**src/rtl/utils_pkg.sv**
```systemverilog
// Shared AXI4 bus types and constants for the system interconnect, plus the
// state encoding used by the simple-bus AXI initiator.
package utils_pkg;

  localparam int AXI_ID_W   = 4;
  localparam int AXI_ADDR_W = 32;
  localparam int AXI_DATA_W = 32;
  localparam int AXI_STRB_W = AXI_DATA_W / 8;
  localparam int AXI_USER_W = 1;

  localparam logic [2:0] AXI_SIZE_WORD  = 3'd2;
  localparam logic [1:0] AXI_BURST_INCR = 2'd1;

  typedef enum logic [1:0] {
    AXI_OKAY   = 2'b00,
    AXI_EXOKAY = 2'b01,
    AXI_SLVERR = 2'b10,
    AXI_DECERR = 2'b11
  } axi_error_t;

  typedef enum logic [2:0] {
    IDLE,
    RD_AR,
    RD_R,
    WR_AW_W,
    WR_B,
    RSP
  } sbus_fsm_t;

  typedef struct packed {
    logic [AXI_ID_W-1:0]   awid;
    logic [AXI_ADDR_W-1:0] awaddr;
    logic [7:0]            awlen;
    logic [2:0]            awsize;
    logic [1:0]            awburst;
    logic                  awlock;
    logic [3:0]            awcache;
    logic [2:0]            awprot;
    logic [3:0]            awqos;
    logic [3:0]            awregion;
    logic [AXI_USER_W-1:0] awuser;
    logic                  awvalid;
    logic [AXI_DATA_W-1:0] wdata;
    logic [AXI_STRB_W-1:0] wstrb;
    logic                  wlast;
    logic [AXI_USER_W-1:0] wuser;
    logic                  wvalid;
    logic                  bready;
    logic [AXI_ID_W-1:0]   arid;
    logic [AXI_ADDR_W-1:0] araddr;
    logic [7:0]            arlen;
    logic [2:0]            arsize;
    logic [1:0]            arburst;
    logic                  arlock;
    logic [3:0]            arcache;
    logic [2:0]            arprot;
    logic [3:0]            arqos;
    logic [3:0]            arregion;
    logic [AXI_USER_W-1:0] aruser;
    logic                  arvalid;
    logic                  rready;
  } s_axi_mosi_t;

  typedef struct packed {
    logic                  awready;
    logic                  wready;
    logic [AXI_ID_W-1:0]   bid;
    axi_error_t            bresp;
    logic [AXI_USER_W-1:0] buser;
    logic                  bvalid;
    logic                  arready;
    logic [AXI_ID_W-1:0]   rid;
    logic [AXI_DATA_W-1:0] rdata;
    axi_error_t            rresp;
    logic                  rlast;
    logic [AXI_USER_W-1:0] ruser;
    logic                  rvalid;
  } s_axi_miso_t;

endpackage

```
**src/rtl/axi_sbus_master.sv**
```systemverilog
// Single-outstanding AXI4 initiator: converts a valid/ready word request into
// one single-beat AXI read or write and returns data/error on a response port.
module axi_sbus_master
  import utils_pkg::*;
#(
  parameter logic [AXI_ID_W-1:0] AXI_ID      = '0,
  parameter int unsigned         TIMEOUT_CYC = 1024
) (
  input  logic        clk,
  input  logic        rst,
  input  logic        req_valid,
  output logic        req_ready,
  input  logic        req_we,
  input  logic [31:0] req_addr,
  input  logic [31:0] req_wdata,
  input  logic [3:0]  req_wstrb,
  output logic        rsp_valid,
  input  logic        rsp_ready,
  output logic [31:0] rsp_rdata,
  output logic        rsp_err,
  output s_axi_mosi_t axi_mosi,
  input  s_axi_miso_t axi_miso
);

  localparam int CNT_W = (TIMEOUT_CYC > 0) ? $clog2(TIMEOUT_CYC + 1) : 1;
  localparam logic [CNT_W-1:0] CNT_LIMIT = CNT_W'(TIMEOUT_CYC);

  sbus_fsm_t        state, state_next;
  logic [CNT_W-1:0] cnt, cnt_next, cnt_inc;
  logic [31:0]      addr_q, wdata_q, rdata_q, rdata_next;
  logic [3:0]       wstrb_q;
  logic             err_q, err_next;
  logic             aw_done, aw_done_next, w_done, w_done_next;
  logic             arvalid_q, awvalid_q, wvalid_q, rready_q, bready_q;
  logic             accept, ar_hs, r_hs, aw_hs, w_hs, b_hs;
  logic             counting, timeout;
  logic             unused_miso;

  assign req_ready = (state == IDLE) && !rst;
  assign accept    = req_valid && req_ready;
  assign ar_hs     = arvalid_q && axi_miso.arready;
  assign r_hs      = rready_q && axi_miso.rvalid;
  assign aw_hs     = awvalid_q && axi_miso.awready;
  assign w_hs      = wvalid_q && axi_miso.wready;
  assign b_hs      = bready_q && axi_miso.bvalid;

  assign counting = (state == RD_AR) || (state == RD_R) ||
                    (state == WR_AW_W) || (state == WR_B);
  assign cnt_inc  = cnt + CNT_W'(1);
  // A zero limit disables the abort; the counter may wrap harmlessly then.
  assign timeout  = (TIMEOUT_CYC != 0) && (cnt_inc == CNT_LIMIT);

  assign unused_miso = ^{axi_miso.bid, axi_miso.buser, axi_miso.rid, axi_miso.ruser};

  always_comb begin
    state_next   = state;
    rdata_next   = rdata_q;
    err_next     = err_q;
    aw_done_next = aw_done;
    w_done_next  = w_done;
    unique case (state)
      IDLE: begin
        if (accept) begin
          rdata_next   = '0;
          err_next     = 1'b0;
          aw_done_next = 1'b0;
          w_done_next  = 1'b0;
          state_next   = req_we ? WR_AW_W : RD_AR;
        end
      end
      RD_AR: begin
        if (ar_hs) begin
          state_next = RD_R;
        end else if (timeout) begin
          err_next   = 1'b1;
          state_next = RSP;
        end
      end
      RD_R: begin
        if (r_hs) begin
          rdata_next = axi_miso.rdata;
          err_next   = (axi_miso.rresp != AXI_OKAY) || !axi_miso.rlast;
          state_next = RSP;
        end else if (timeout) begin
          err_next   = 1'b1;
          state_next = RSP;
        end
      end
      WR_AW_W: begin
        aw_done_next = aw_done || aw_hs;
        w_done_next  = w_done || w_hs;
        if (aw_done_next && w_done_next) begin
          state_next = WR_B;
        end else if (timeout) begin
          err_next   = 1'b1;
          state_next = RSP;
        end
      end
      WR_B: begin
        if (b_hs) begin
          err_next   = (axi_miso.bresp != AXI_OKAY);
          state_next = RSP;
        end else if (timeout) begin
          err_next   = 1'b1;
          state_next = RSP;
        end
      end
      RSP: begin
        if (rsp_ready) begin
          state_next = IDLE;
        end
      end
      default: state_next = IDLE;
    endcase
    cnt_next = (counting && (state_next == state)) ? cnt_inc : '0;
  end

  // AXI valids/readies are registered from the next state so no bus input
  // reaches a bus output combinationally.
  always_ff @(posedge clk) begin
    if (rst) begin
      state     <= IDLE;
      cnt       <= '0;
      addr_q    <= '0;
      wdata_q   <= '0;
      wstrb_q   <= '0;
      rdata_q   <= '0;
      err_q     <= 1'b0;
      aw_done   <= 1'b0;
      w_done    <= 1'b0;
      arvalid_q <= 1'b0;
      awvalid_q <= 1'b0;
      wvalid_q  <= 1'b0;
      rready_q  <= 1'b0;
      bready_q  <= 1'b0;
    end else begin
      state   <= state_next;
      cnt     <= cnt_next;
      rdata_q <= rdata_next;
      err_q   <= err_next;
      aw_done <= aw_done_next;
      w_done  <= w_done_next;
      if (accept) begin
        addr_q  <= {req_addr[31:2], 2'b00};
        wdata_q <= req_wdata;
        wstrb_q <= req_wstrb;
      end
      arvalid_q <= (state_next == RD_AR);
      awvalid_q <= (state_next == WR_AW_W) && !aw_done_next;
      wvalid_q  <= (state_next == WR_AW_W) && !w_done_next;
      rready_q  <= (state_next == RD_R);
      bready_q  <= (state_next == WR_B);
    end
  end

  assign rsp_valid = (state == RSP);
  assign rsp_rdata = rdata_q;
  assign rsp_err   = err_q;

  always_comb begin
    axi_mosi          = '0;
    axi_mosi.awid     = AXI_ID;
    axi_mosi.awaddr   = addr_q;
    axi_mosi.awlen    = 8'd0;
    axi_mosi.awsize   = AXI_SIZE_WORD;
    axi_mosi.awburst  = AXI_BURST_INCR;
    axi_mosi.awvalid  = awvalid_q;
    axi_mosi.wdata    = wdata_q;
    axi_mosi.wstrb    = wstrb_q;
    axi_mosi.wlast    = 1'b1;
    axi_mosi.wvalid   = wvalid_q;
    axi_mosi.bready   = bready_q;
    axi_mosi.arid     = AXI_ID;
    axi_mosi.araddr   = addr_q;
    axi_mosi.arlen    = 8'd0;
    axi_mosi.arsize   = AXI_SIZE_WORD;
    axi_mosi.arburst  = AXI_BURST_INCR;
    axi_mosi.arvalid  = arvalid_q;
    axi_mosi.rready   = rready_q;
  end

endmodule

```
**config.mk**
```make
export PLATFORM = sky130hd
export DESIGN_NAME = axi_sbus_master
export DESIGN_NICKNAME = d
export VERILOG_FILES = /design/src/rtl/utils_pkg.sv /design/src/rtl/axi_sbus_master.sv
export SDC_FILE = /design/constraint.sdc
export NUM_CORES = 1
export LEC_CHECK = 0
export ABC_AREA = 0
export BUFFER_PORTS_ARGS = -buffer_cell sky130_fd_sc_hd__buf_2
export CAP_MARGIN = 20
export CORE_ASPECT_RATIO = 1.1
export CORE_MARGIN = 4
export CORE_UTILIZATION = 29
export CTS_CLUSTER_DIAMETER = 60
export DETAILED_ROUTE_END_ITERATION = 8
export PLACE_DENSITY = 0.67
export SLEW_MARGIN = 15
export SYNTH_ARGS = -nofsm -noshare
export SYNTH_HDL_FRONTEND = slang
export SYNTH_SLANG_ARGS = --single-unit
```
**constraint.sdc**
```tcl
create_clock -name clk -period 6.23 [get_ports clk]
set_input_delay 0.3115 -clock clk [delete_from_list [all_inputs] [get_ports clk]]
set_output_delay 0.3115 -clock clk [all_outputs]
set_load 0.02 [all_outputs]
```
==> results.tsv, run 1 <==
metric	value	unit
die_y	154.0	um
number_of_antenna_violations_at_the_first_check_in_global_routing	3	
worstHoldPathType	in -> reg	
drc_errors	0	
globalplace.congestion	0.8295	
tritoncts	done	
synth_compound_gate_area_share	0.08016	
crit_type	reg -> reg	
design.final.nets	1038	
clock_path_buffers	2	
fp.dieW	140.7	um
synth_cell_type_count	55	
cp.required	6.55	ns
cts_sinks	120	
finalHoldViolations	0	
arrival	2.92	ns
postRouteWirelength	15510	um
synth.yosys.seq_area_share	0.4275	
share_of_synthesized_cell_area_in_full_adder_half_adder_and_majority_cells	0.004453	
gr-total-overflow	0	
most_common_cell_after_layout_fill_and_taps_aside	sky130_fd_sc_hd__buf_2	
grt_start_max_net_pins	70	
slew_violations	0	
syn_inst	718	
cts_root_buf	sky130_fd_sc_hd__clkbuf_16	
cellLeakagePower	3.650	nW
detailedRoute.firstIterationViolations	254	
post_drt_wl_per_cell	13.23	um
cap_viol_max_count	0	
start_util	0.2942	
synth_top_cell_area_share	0.4275	
postSynth.topFlopCell	sky130_fd_sc_hd__dfxtp_1	
synth.top_cells.by_area	sky130_fd_sc_hd__dfxtp_1, sky130_fd_sc_hd__buf_4, sky130_fd_sc_hd__nand2_1	
antenna_violating_nets_post_route	0	
synth.mux.area_fraction	0.001781	
cts_buffers	17	
synthToLayoutAreaGrowth	27.28	%
unrepaired_setup_endpoints_after_global_routing	no	
max_freq	0.3843	GHz
worst_path_max_delay_cell	sky130_fd_sc_hd__dfxtp_1	
syn_avg_cell_area	7.826	um2
p_seq_frac	0.375	
timing.clock.skew	0.009379	ns
worst_setup_path_end_kind	flop	
slowest_delay	0.68	ns
core-area	0.01910	mm2
finalSetupViolCount	0	
timing.slew.headroom	0.4199	
worst_path_max_fanout	69	
drive_above_1_share	0.3323	
drt_first_pass_iters	4	
cts-resized-gates	0	
htree_levels	4	
clk_pin_slew	0.06	ns
outcome	complete, no violations	
vias_per_cell	4.361	
placement_rows	53	
synth_top_family_by_area	simple AND/OR/NAND/NOR gates	
synth-seq-cells	120	
synth-async-reset-ratio	0	
first_pass_grt_wire_length	24210	um
worstPathCellList	nor4_1, nand2_2, buf_4, nand2_1, or3_1, o21ai_2, nor3b_1	
internal_power	1.628	mW
reg2reg_setup_slack	3.63	ns
synth.cell_area	0.005619	mm2
num_io_pins	335	
synthSimpleGateAreaFrac	0.2866	
worst-slew-pin-transition	0.8701	ns
dr_total_vias	5111	
sw_frac_of_total	0.2659	
postCtsSetupRepairBufs	0	
setup.worst_path.start_class	flop	
power.switching	589.7	uW
portion_of_the_clock_cycle_consumed_by_the_worst_path_in_the_final_layout	0.4177	
final_cell_mix	sky130_fd_sc_hd__buf_2, sky130_fd_sc_hd__nand2_1, sky130_fd_sc_hd__dfxtp_1	
xor_and_xnor_area_share_after_synthesis	0.01715	
io_buffers	248	
dp_hpwl	11140	um
yosysWarningCount	0	
die_area	0.02167	mm2
pre_cts_ws	3.238	ns
postLayoutSetupSlackWorst	3.628	ns
p_comb_frac	0.136	
vdd.ir_drop.worst	0.0001798	V
clkLatencyLatePin	0.41	ns
grt.total_usage	0.1375	
clock_period_minus_worst_slack	2.602	ns
final.setup.tns	0	ns
p_clk_frac	0.489	
post-synth-top-area-cell	sky130_fd_sc_hd__dfxtp_1	
first_global_vias	4836	
synth-edff-count	0	
hold_buffers	0	
p_per_area	310.1	mW/mm2
==> synth_stat cells (4+ instances only) <==
cell,n
sky130_fd_sc_hd__nand2_1,184
sky130_fd_sc_hd__xnor2_1,6
sky130_fd_sc_hd__buf_1,14
sky130_fd_sc_hd__nor4_1,4
sky130_fd_sc_hd__buf_4,112
sky130_fd_sc_hd__nor3_1,4
sky130_fd_sc_hd__xor2_1,5
sky130_fd_sc_hd__clkbuf_1,24
sky130_fd_sc_hd__nor2_1,28
sky130_fd_sc_hd__nand3_1,107
sky130_fd_sc_hd__o21ai_0,5
sky130_fd_sc_hd__a21oi_1,43
sky130_fd_sc_hd__dfxtp_1,120
==> area by class of cell <==
class | instances | area [um2]
multi-input cells | 514 | 2481
diodes | 1 | 2.502
repair buffers | 254 | 1286
inverters | 4 | 15.01
clock buffers | 21 | 460.4
well taps | 247 | 309.0
clock inverters | 11 | 195.2
fillers | 2017 | 11950
flip-flops and latches | 120 | 2402
==> worst paths after layout <==
path                         startpoint                    endpoint  cells past startpoint
max                 state[2]$_SDFF_PP0_         rready_q$_SDFF_PP0_                      7
min                       req_wdata[17]    wdata_q[17]$_SDFFE_PP0P_                      3
max reg2reg         state[2]$_SDFF_PP0_         rready_q$_SDFF_PP0_                      7
min reg2reg  rsp_rdata[18]$_SDFFE_PP0P_  rsp_rdata[18]$_SDFFE_PP0P_                      2
==> worst max-delay path: cells and delay by family (launching register included) <==
kind                   cells  cell delay [ns]
buffers and inverters      1             0.56
and+or+nand+nor            5             1.02
DFF                        1             0.68
AOI/OAI and AO/OA          1             0.25
==> state kept, by name (all words and copies together) (netlist names), 3 cells and up <==
name,count
rsp_rdata,32
wdata_q,32
addr_q,30
cnt,11
wstrb_q,4
state,3
==> stage by stage <==
stage	power [mW]	util	cells	hold slack (ns)	area [um2]
global route	2.324	0.3745	1172	0.06502	7152
global placement	1.150	0.3400	1139	0.4363	6494
CTS	2.258	0.3743	1171	0.06107	7149
finish	2.218	0.3745	1172	0.08358	7152
floorplan	1.094	-	790	0.4105	5889
detailed placement	1.151	0.3400	1139	0.4411	6494
==> metal layers <==
metal | vias to the layer above | global-route usage | routed length [um]
met4 | 4 | 0.04892 | 350
met1 | 2307 | 0.1615 | 6456
met3 | 27 | 0.04044 | 1123
li1 | 2582 | - | -
met5 | - | 0 | 27
met2 | 191 | 0.2377 | 7550
==> cell families after synthesis <==
| family | after synthesis |
|---|---|
| adders and majority gates | 2 |
| AOI/OAI and AO/OA | 70 |
| and+or+nand+nor | 356 |
| other | 2 |
| DFF | 120 |
| buffers and inverters | 156 |
| xor gates and xnor gates | 11 |
| muxes | 1 |
==> power groups by stage <==
stage | Combinational, mW | Clock [mW] | Sequential (mW)
after detailed placement | 0.303 | 0 | 0.848
after global placement | 0.303 | 0 | 0.847
final | 0.301 | 1.09 | 0.832
after floorplan | 0.202 | 0 | 0.891
after CTS | 0.303 | 1.12 | 0.832
after global routing | 0.327 | 1.16 | 0.837
(Power assumes the default switching activity.)
==> run 2, diff against run 1 <==
==> constraint.sdc (replaced) <==
create_clock -name clk -period 2.4 [get_ports clk]
set_input_delay 0.12 -clock clk [delete_from_list [all_inputs] [get_ports clk]]
set_output_delay 0.12 -clock clk [all_outputs]
set_load 0.02 [all_outputs]
==> run 2 against run 1 <==
  * Die area did not move
  * Sequential power rose to 2.6 times the previous value
  * Final area rose by 15%
  * Wire length rose by 13%
  * Combinational power increased to 3.1 times the previous value
  * Critical path type unchanged
  * Largest cell class unchanged
==> results.tsv, run 2 (synthesized netlist as in run 1, its figures left out) <==
metric	value	unit	change
antenna_violating_nets_post_route	0		unchanged
first_pass_grt_wire_length	26980	um	+11%
detailedRoute.firstIterationViolations	311		+22%
finalHoldViolations	0		unchanged
synthToLayoutAreaGrowth	46.31	%	
final.setup.tns	0	ns	unchanged
io_buffers	248		unchanged
cap_viol_max_count	0		unchanged
arrival	2.60	ns	-0.32 ns
first_global_vias	5358		+11%
rr_endpoint	arvalid_q$_SDFF_PP0_		
timing.clock.skew	0.01206	ns	+0.002683 ns
clock_path_buffers	2		unchanged
vias_per_cell	4.450		+2.0%
post_drt_wl_per_cell	13.61	um	+2.9%
most_common_cell_after_layout_fill_and_taps_aside	sky130_fd_sc_hd__buf_2		
design.final.nets	1149		+11%
cts_root_buf	sky130_fd_sc_hd__clkbuf_16		
clk_pin_slew	0.06	ns	about the same
die_area	0.02167	mm2	unchanged
postRouteWirelength	17470	um	+13%
slew_violations	0		unchanged
whs_path_depth	5		+2
worst-slew-pin-transition	0.5421	ns	-0.3280 ns
vdd.ir_drop.worst	0.0004806	V	+170%
crit_type	reg -> reg		
ff_latch_area	0.002404	mm2	about the same
dp_hpwl	11560	um	+3.8%
fp.dieW	140.7	um	unchanged
drc_errors	0		unchanged
unrepaired_setup_endpoints_after_global_routing	no		
placedInstanceArea	0.006616	mm2	+1.9%
worstHoldPathType	in -> reg		
p_per_area	691.2	mW/mm2	+120%
portion_of_the_clock_cycle_consumed_by_the_worst_path_in_the_final_layout	0.9502		+0.5325
fillers	1905		-5.6%
final_area	0.008222	mm2	+15%
tritoncts	done		
area_of_combinational_cells_with_multiple_inputs	0.002504	mm2	+0.91%
number_of_antenna_violations_at_the_first_check_in_global_routing	3		unchanged
worst_path_max_fanout	6		-91%
htree_levels	4		unchanged
clock_period_minus_worst_slack	2.280	ns	-0.3215 ns
min_to	aw_done$_SDFF_PP0_		
outcome	complete, no violations		
gr-total-overflow	0		unchanged
worst_setup_path_end_kind	flop		
postCtsSetupRepairBufs	0		unchanged
dr_total_vias	5709		+12%
clkLatencyLatePin	0.41	ns	about the same
postLayoutSetupSlackWorst	0.1196	ns	-3.508 ns
drive_above_1_share	0.3140		-0.01824
max_freq	0.4385	GHz	+14%
die_y	154.0	um	unchanged
grt.total_usage	0.1537		+0.01620
final_cell_mix	sky130_fd_sc_hd__buf_2, sky130_fd_sc_hd__nand2_1, sky130_fd_sc_hd__dfxtp_1		
num_io_pins	335		unchanged
cellLeakagePower	4.116	nW	+13%
cts_sinks	120		unchanged
timing.slew.headroom	0.6386		+0.2187
setup.worst_path.start_class	flop		
reg2reg_setup_slack	0.12	ns	-3.51 ns
core-area	0.01910	mm2	unchanged
cts_buffers	17		unchanged
finalSetupViolCount	0		unchanged
pre_cts_ws	0.05901	ns	-3.179 ns
start_util	0.2942		unchanged
globalplace.congestion	0.8529		+2.8%
worst_hold_startpoint	axi_miso[51]		
cp.required	2.72	ns	-3.83 ns
worstSetupStartpoint	cnt[1]$_SDFF_PP0_		
grt_start_max_net_pins	67		-4.3%
drt_first_pass_iters	4		unchanged
r2r.worst_path.cells	7		unchanged
regToRegStartpoint	cnt[1]$_SDFF_PP0_		
placement_rows	53		unchanged
## run 2: cell count changes in the layout (fill, tap and decap cells not counted), sizes merged
cell	previous run	this run
clkbuf	21	20
clkinv	3	7
buf	254	267
clkinvlp	3	2
bufinv	5	3
dlygate4sd3	0	98
## run 2: final cells by class
type                       instances  area share
clock inverter                    12     0.01841
tap                              247     0.03759
antenna                            1   0.0003044
clock buffer                      20     0.05433
sequential                       120      0.2923
multi-input combinational        514      0.3045
timing repair buffer             365      0.2907
inverter                           4    0.001826
## run 2: power breakdown
group | internal, mW | total (mW) | switching (mW) | leakage, nW
Clock | 1.66 | 2.58 | 0.925 | 0.290
Combinational | 0.349 | 0.941 | 0.592 | 2.85
Sequential | 2.10 | 2.16 | 0.0636 | 0.981
Total | 4.10 | 5.68 | 1.58 | 4.12
## run 2: timing repair
action / in CTS / in global routing
endpoints found under the setup margin: 0 / 5
hold endpoints to repair: 98 / 0
hold buffers: 98 / 0
gates resized for setup: 0 / 5
## run 2: worst max-delay path: stages, from the launching register on
cell and delay, ns:
sky130_fd_sc_hd__dfxtp_2 0.37, sky130_fd_sc_hd__ha_1 0.19, sky130_fd_sc_hd__nand4_2 0.12, sky130_fd_sc_hd__or4b_4 0.57
sky130_fd_sc_hd__a221oi_4 0.29, sky130_fd_sc_hd__and3_4 0.26, sky130_fd_sc_hd__o41a_2 0.21, sky130_fd_sc_hd__nor4b_2 0.19
## run 2: how the worst max path moves through the flow
stage | end | cells after the start | slack [ns]
after global routing | arvalid_q$_SDFF_PP0_ | 7 | 0.02
after global placement | rsp_err$_SDFFE_PP0P_ | 7 | 0.14
after floorplan | rsp_rdata[2]$_SDFFE_PP0P_ | 7 | 0.02
after detailed placement | wvalid_q$_SDFF_PP0_ | 8 | 0.06
final | arvalid_q$_SDFF_PP0_ | 7 | 0.12
after CTS | rsp_err$_SDFFE_PP0P_ | 7 | 0.06
## run 2: per-stage QoR
stage	std cells	util	power, mW	hold slack, ns
5_1_grt	1283	0.4305	5.938	0.1463
6_report	1283	0.4305	5.683	0.1134
3_3_place_gp	1152	0.3464	3.000	0.3021
2_1_floorplan	790	-	2.839	0.2190
3_5_place_dp	1152	0.3464	3.007	0.3068
4_1_cts	1282	0.4291	5.760	0.09191
## run 2: routing by layer
metal / up-vias / global-route usage / wire length [um]
met5: - / 0 / 21
met4: 4 / 0.06691 / 548
met3: 48 / 0.04199 / 1172
met2: 232 / 0.2767 / 8895
met1: 2621 / 0.1681 / 6830
li1: 2804 / - / -
==> run 3, diff against run 2 <==
--- a/config.mk
+++ b/config.mk
@@ -13,7 +13,6 @@
 export CORE_UTILIZATION = 29
 export CTS_CLUSTER_DIAMETER = 60
 export DETAILED_ROUTE_END_ITERATION = 8
-export PLACE_DENSITY = 0.67
 export SLEW_MARGIN = 15
 export SYNTH_ARGS = -nofsm -noshare
 export SYNTH_HDL_FRONTEND = slang
==> run 3 against run 2 <==
  * Cell count hardly changed
  * Via count fell by 0.44%
  * Sequential cell count did not move
  * First-iteration DRC count is 15% higher
  * Hold slack better by 0.024 ns
  * Total power is 2.5% lower
  * Final area down 0.12%
  * Maximum frequency down 0.27%
  * Core utilization shrank 0.052 points
  * Largest cell class unchanged
  * Largest power group unchanged
==> results.tsv, run 3 (synthesized netlist as in run 1, its figures left out) <==
metric	value	unit	change
outcome	complete, no violations		
worst_hold_startpoint	axi_miso[51]		
setup.worst_path.start_class	flop		
worstSetupStartpoint	cnt[1]$_SDFF_PP0_		
clkLatencyLatePin	0.41	ns	about the same
antenna_violating_nets_post_route	0		unchanged
cts_buffers	17		unchanged
fillers	1896		-0.47%
postCtsSetupRepairBufs	0		unchanged
met3RoutedLength	1139	um	-2.8%
timing.clock.skew	0.006520	ns	-0.005542 ns
drt_first_pass_iters	4		unchanged
regToRegStartpoint	cnt[1]$_SDFF_PP0_		
finish.cell_count_without_fillers	1284		+0.078%
start_util	0.2942		unchanged
cts_root_buf	sky130_fd_sc_hd__clkbuf_16		
clock_period_minus_worst_slack	2.287	ns	+0.006173 ns
worst-slew-pin-transition	0.6399	ns	+0.09782 ns
drive_above_1_share	0.3124		-0.001570
clock_path_buffers	2		unchanged
finalHoldViolations	0		unchanged
worst_path_max_fanout	6		unchanged
globalplace.congestion	0.8069		-5.4%
gr-total-overflow	0		unchanged
drt-met1-wl	6999	um	+2.5%
core-area	0.01910	mm2	unchanged
unrepaired_setup_endpoints_after_global_routing	yes		
kind_of_cell_adding_the_most_delay_to_the_critical_path	compound AO/OA/AOI/OAI gates		
cp.required	2.71	ns	about the same
portion_of_the_clock_cycle_consumed_by_the_worst_path_in_the_final_layout	0.9528		+0.002572
vias_per_cell	4.427		-0.52%
number_of_antenna_violations_at_the_first_check_in_global_routing	0		-3
most_common_cell_after_layout_fill_and_taps_aside	sky130_fd_sc_hd__buf_2		
worst_setup_path_end_kind	flop		
num_io_pins	335		unchanged
fp.dieW	140.7	um	unchanged
postRouteWirelength	17400	um	-0.41%
final_area	0.008212	mm2	-0.12%
io_buffers	248		unchanged
cellLeakagePower	4.121	nW	+0.11%
first_global_vias	5430		+1.3%
worst_path_max_delay_cell	sky130_fd_sc_hd__o41a_2		
die_y	154.0	um	unchanged
placedInstanceArea	0.006631	mm2	+0.23%
tritoncts	done		
dp_hpwl	11730	um	+1.5%
first_pass_grt_wire_length	27100	um	+0.46%
dr_total_vias	5684		-0.44%
slew_violations	0		unchanged
placement_rows	53		unchanged
crit_type	reg -> reg		
final_cell_mix	sky130_fd_sc_hd__buf_2, sky130_fd_sc_hd__nand2_1, sky130_fd_sc_hd__dfxtp_1		
htree_levels	4		unchanged
post_drt_wl_per_cell	13.55	um	-0.49%
drc_errors	0		unchanged
worstPathCellList	ha_1, nand4_2, buf_4, o21ai_1, a221oi_4, and3_4, o41a_2, nor4_1		
cts_sinks	120		unchanged
p_per_area	674.7	mW/mm2	-2.4%
met2WireLength	8793	um	-1.1%
postLayoutSetupSlackWorst	0.1134	ns	-0.006173 ns
die_area	0.02167	mm2	unchanged
grt.total_usage	0.1526		-0.001161
pre_cts_ws	0.05306	ns	-0.005949 ns
placedCellCount	1154		+0.17%
detailedRoute.firstIterationViolations	357		+15%
cap_viol_max_count	0		unchanged
crit_path_buf_inv_count	1		+1
slowest_delay	0.50	ns	-0.07 ns
design.final.nets	1152		+0.26%
vdd.ir_drop.worst	0.0004595	V	-4.4%
top_layer_used	met4		
grt_start_max_net_pins	67		unchanged
clk_pin_slew	0.06	ns	about the same
max_freq	0.4373	GHz	-0.27%
timing.slew.headroom	0.5734		-0.06522
arrival	2.59	ns	about the same
worstHoldPathType	in -> reg		
finalSetupViolCount	0		unchanged
synthToLayoutAreaGrowth	46.14	%	
n_diodes	0		-1
[run 3: timing repair]
| item | in CTS | in global routing |
|---|---|---|
| hold buffers | 99 | 0 |
| endpoints found under the setup margin | 0 | 5 |
| resized for setup | 0 | 4 |
| endpoints found under the hold margin | 100 | 0 |
[run 3: path summary, 6_finish.rpt]
| path | end | slack (ns) | cells past startpoint |
|---|---|---|---|
| worst min-delay path | aw_done$_SDFF_PP0_ | 0.14 | 5 |
| worst min register to register | rsp_rdata[3]$_SDFFE_PP0P_ | 0.45 | 2 |
| worst max-delay path | wvalid_q$_SDFF_PP0_ | 0.11 | 8 |
| worst max register to register | wvalid_q$_SDFF_PP0_ | 0.11 | 8 |
[run 3: per-stage QoR]
stage,hold WS (ns),util,TNS (ns),total power [mW]
after floorplan,0.2190,-,0,2.839
after global placement,0.3027,0.3472,0,3.007
after detailed placement,0.3071,0.3472,0,3.010
after CTS,0.1153,0.4285,0,5.620
after global routing,0.2083,0.4300,-0.04242,5.805
final,0.1373,0.4300,0,5.541
[run 3: metal layers]
layer	up-vias	global-route usage
met5	-	0
met4	0	0.06276
met3	34	0.04230
met2	210	0.2655
met1	2636	0.1756
li1	2804	-
[run 3: final cells by class]
cell class | instances | area (um2) | area share
inverter | 4 | 15.01 | 0.001828
timing repair buffer | 368 | 2415 | 0.2941
sequential | 120 | 2404 | 0.2927
multi-input combinational | 514 | 2509 | 0.3055
clock inverter | 13 | 131.4 | 0.01600
tap | 247 | 309.0 | 0.03764
clock buffer | 18 | 429.2 | 0.05226
[run 3: power breakdown]
part	switching [mW]	internal, mW
clock network	0.925	1.51
logic	0.591	0.352
registers	0.0622	2.10
total	1.58	3.96
[run 3: worst reg2reg max path, delay by kind of cell, from the launching register on]
family	cells	cell delay, ns
buffers and inverters	1	0.16
adders and majority gates	1	0.19
AOI/OAI and AO/OA	3	0.87
DFF	1	0.37
and+or+nand+nor	3	0.60
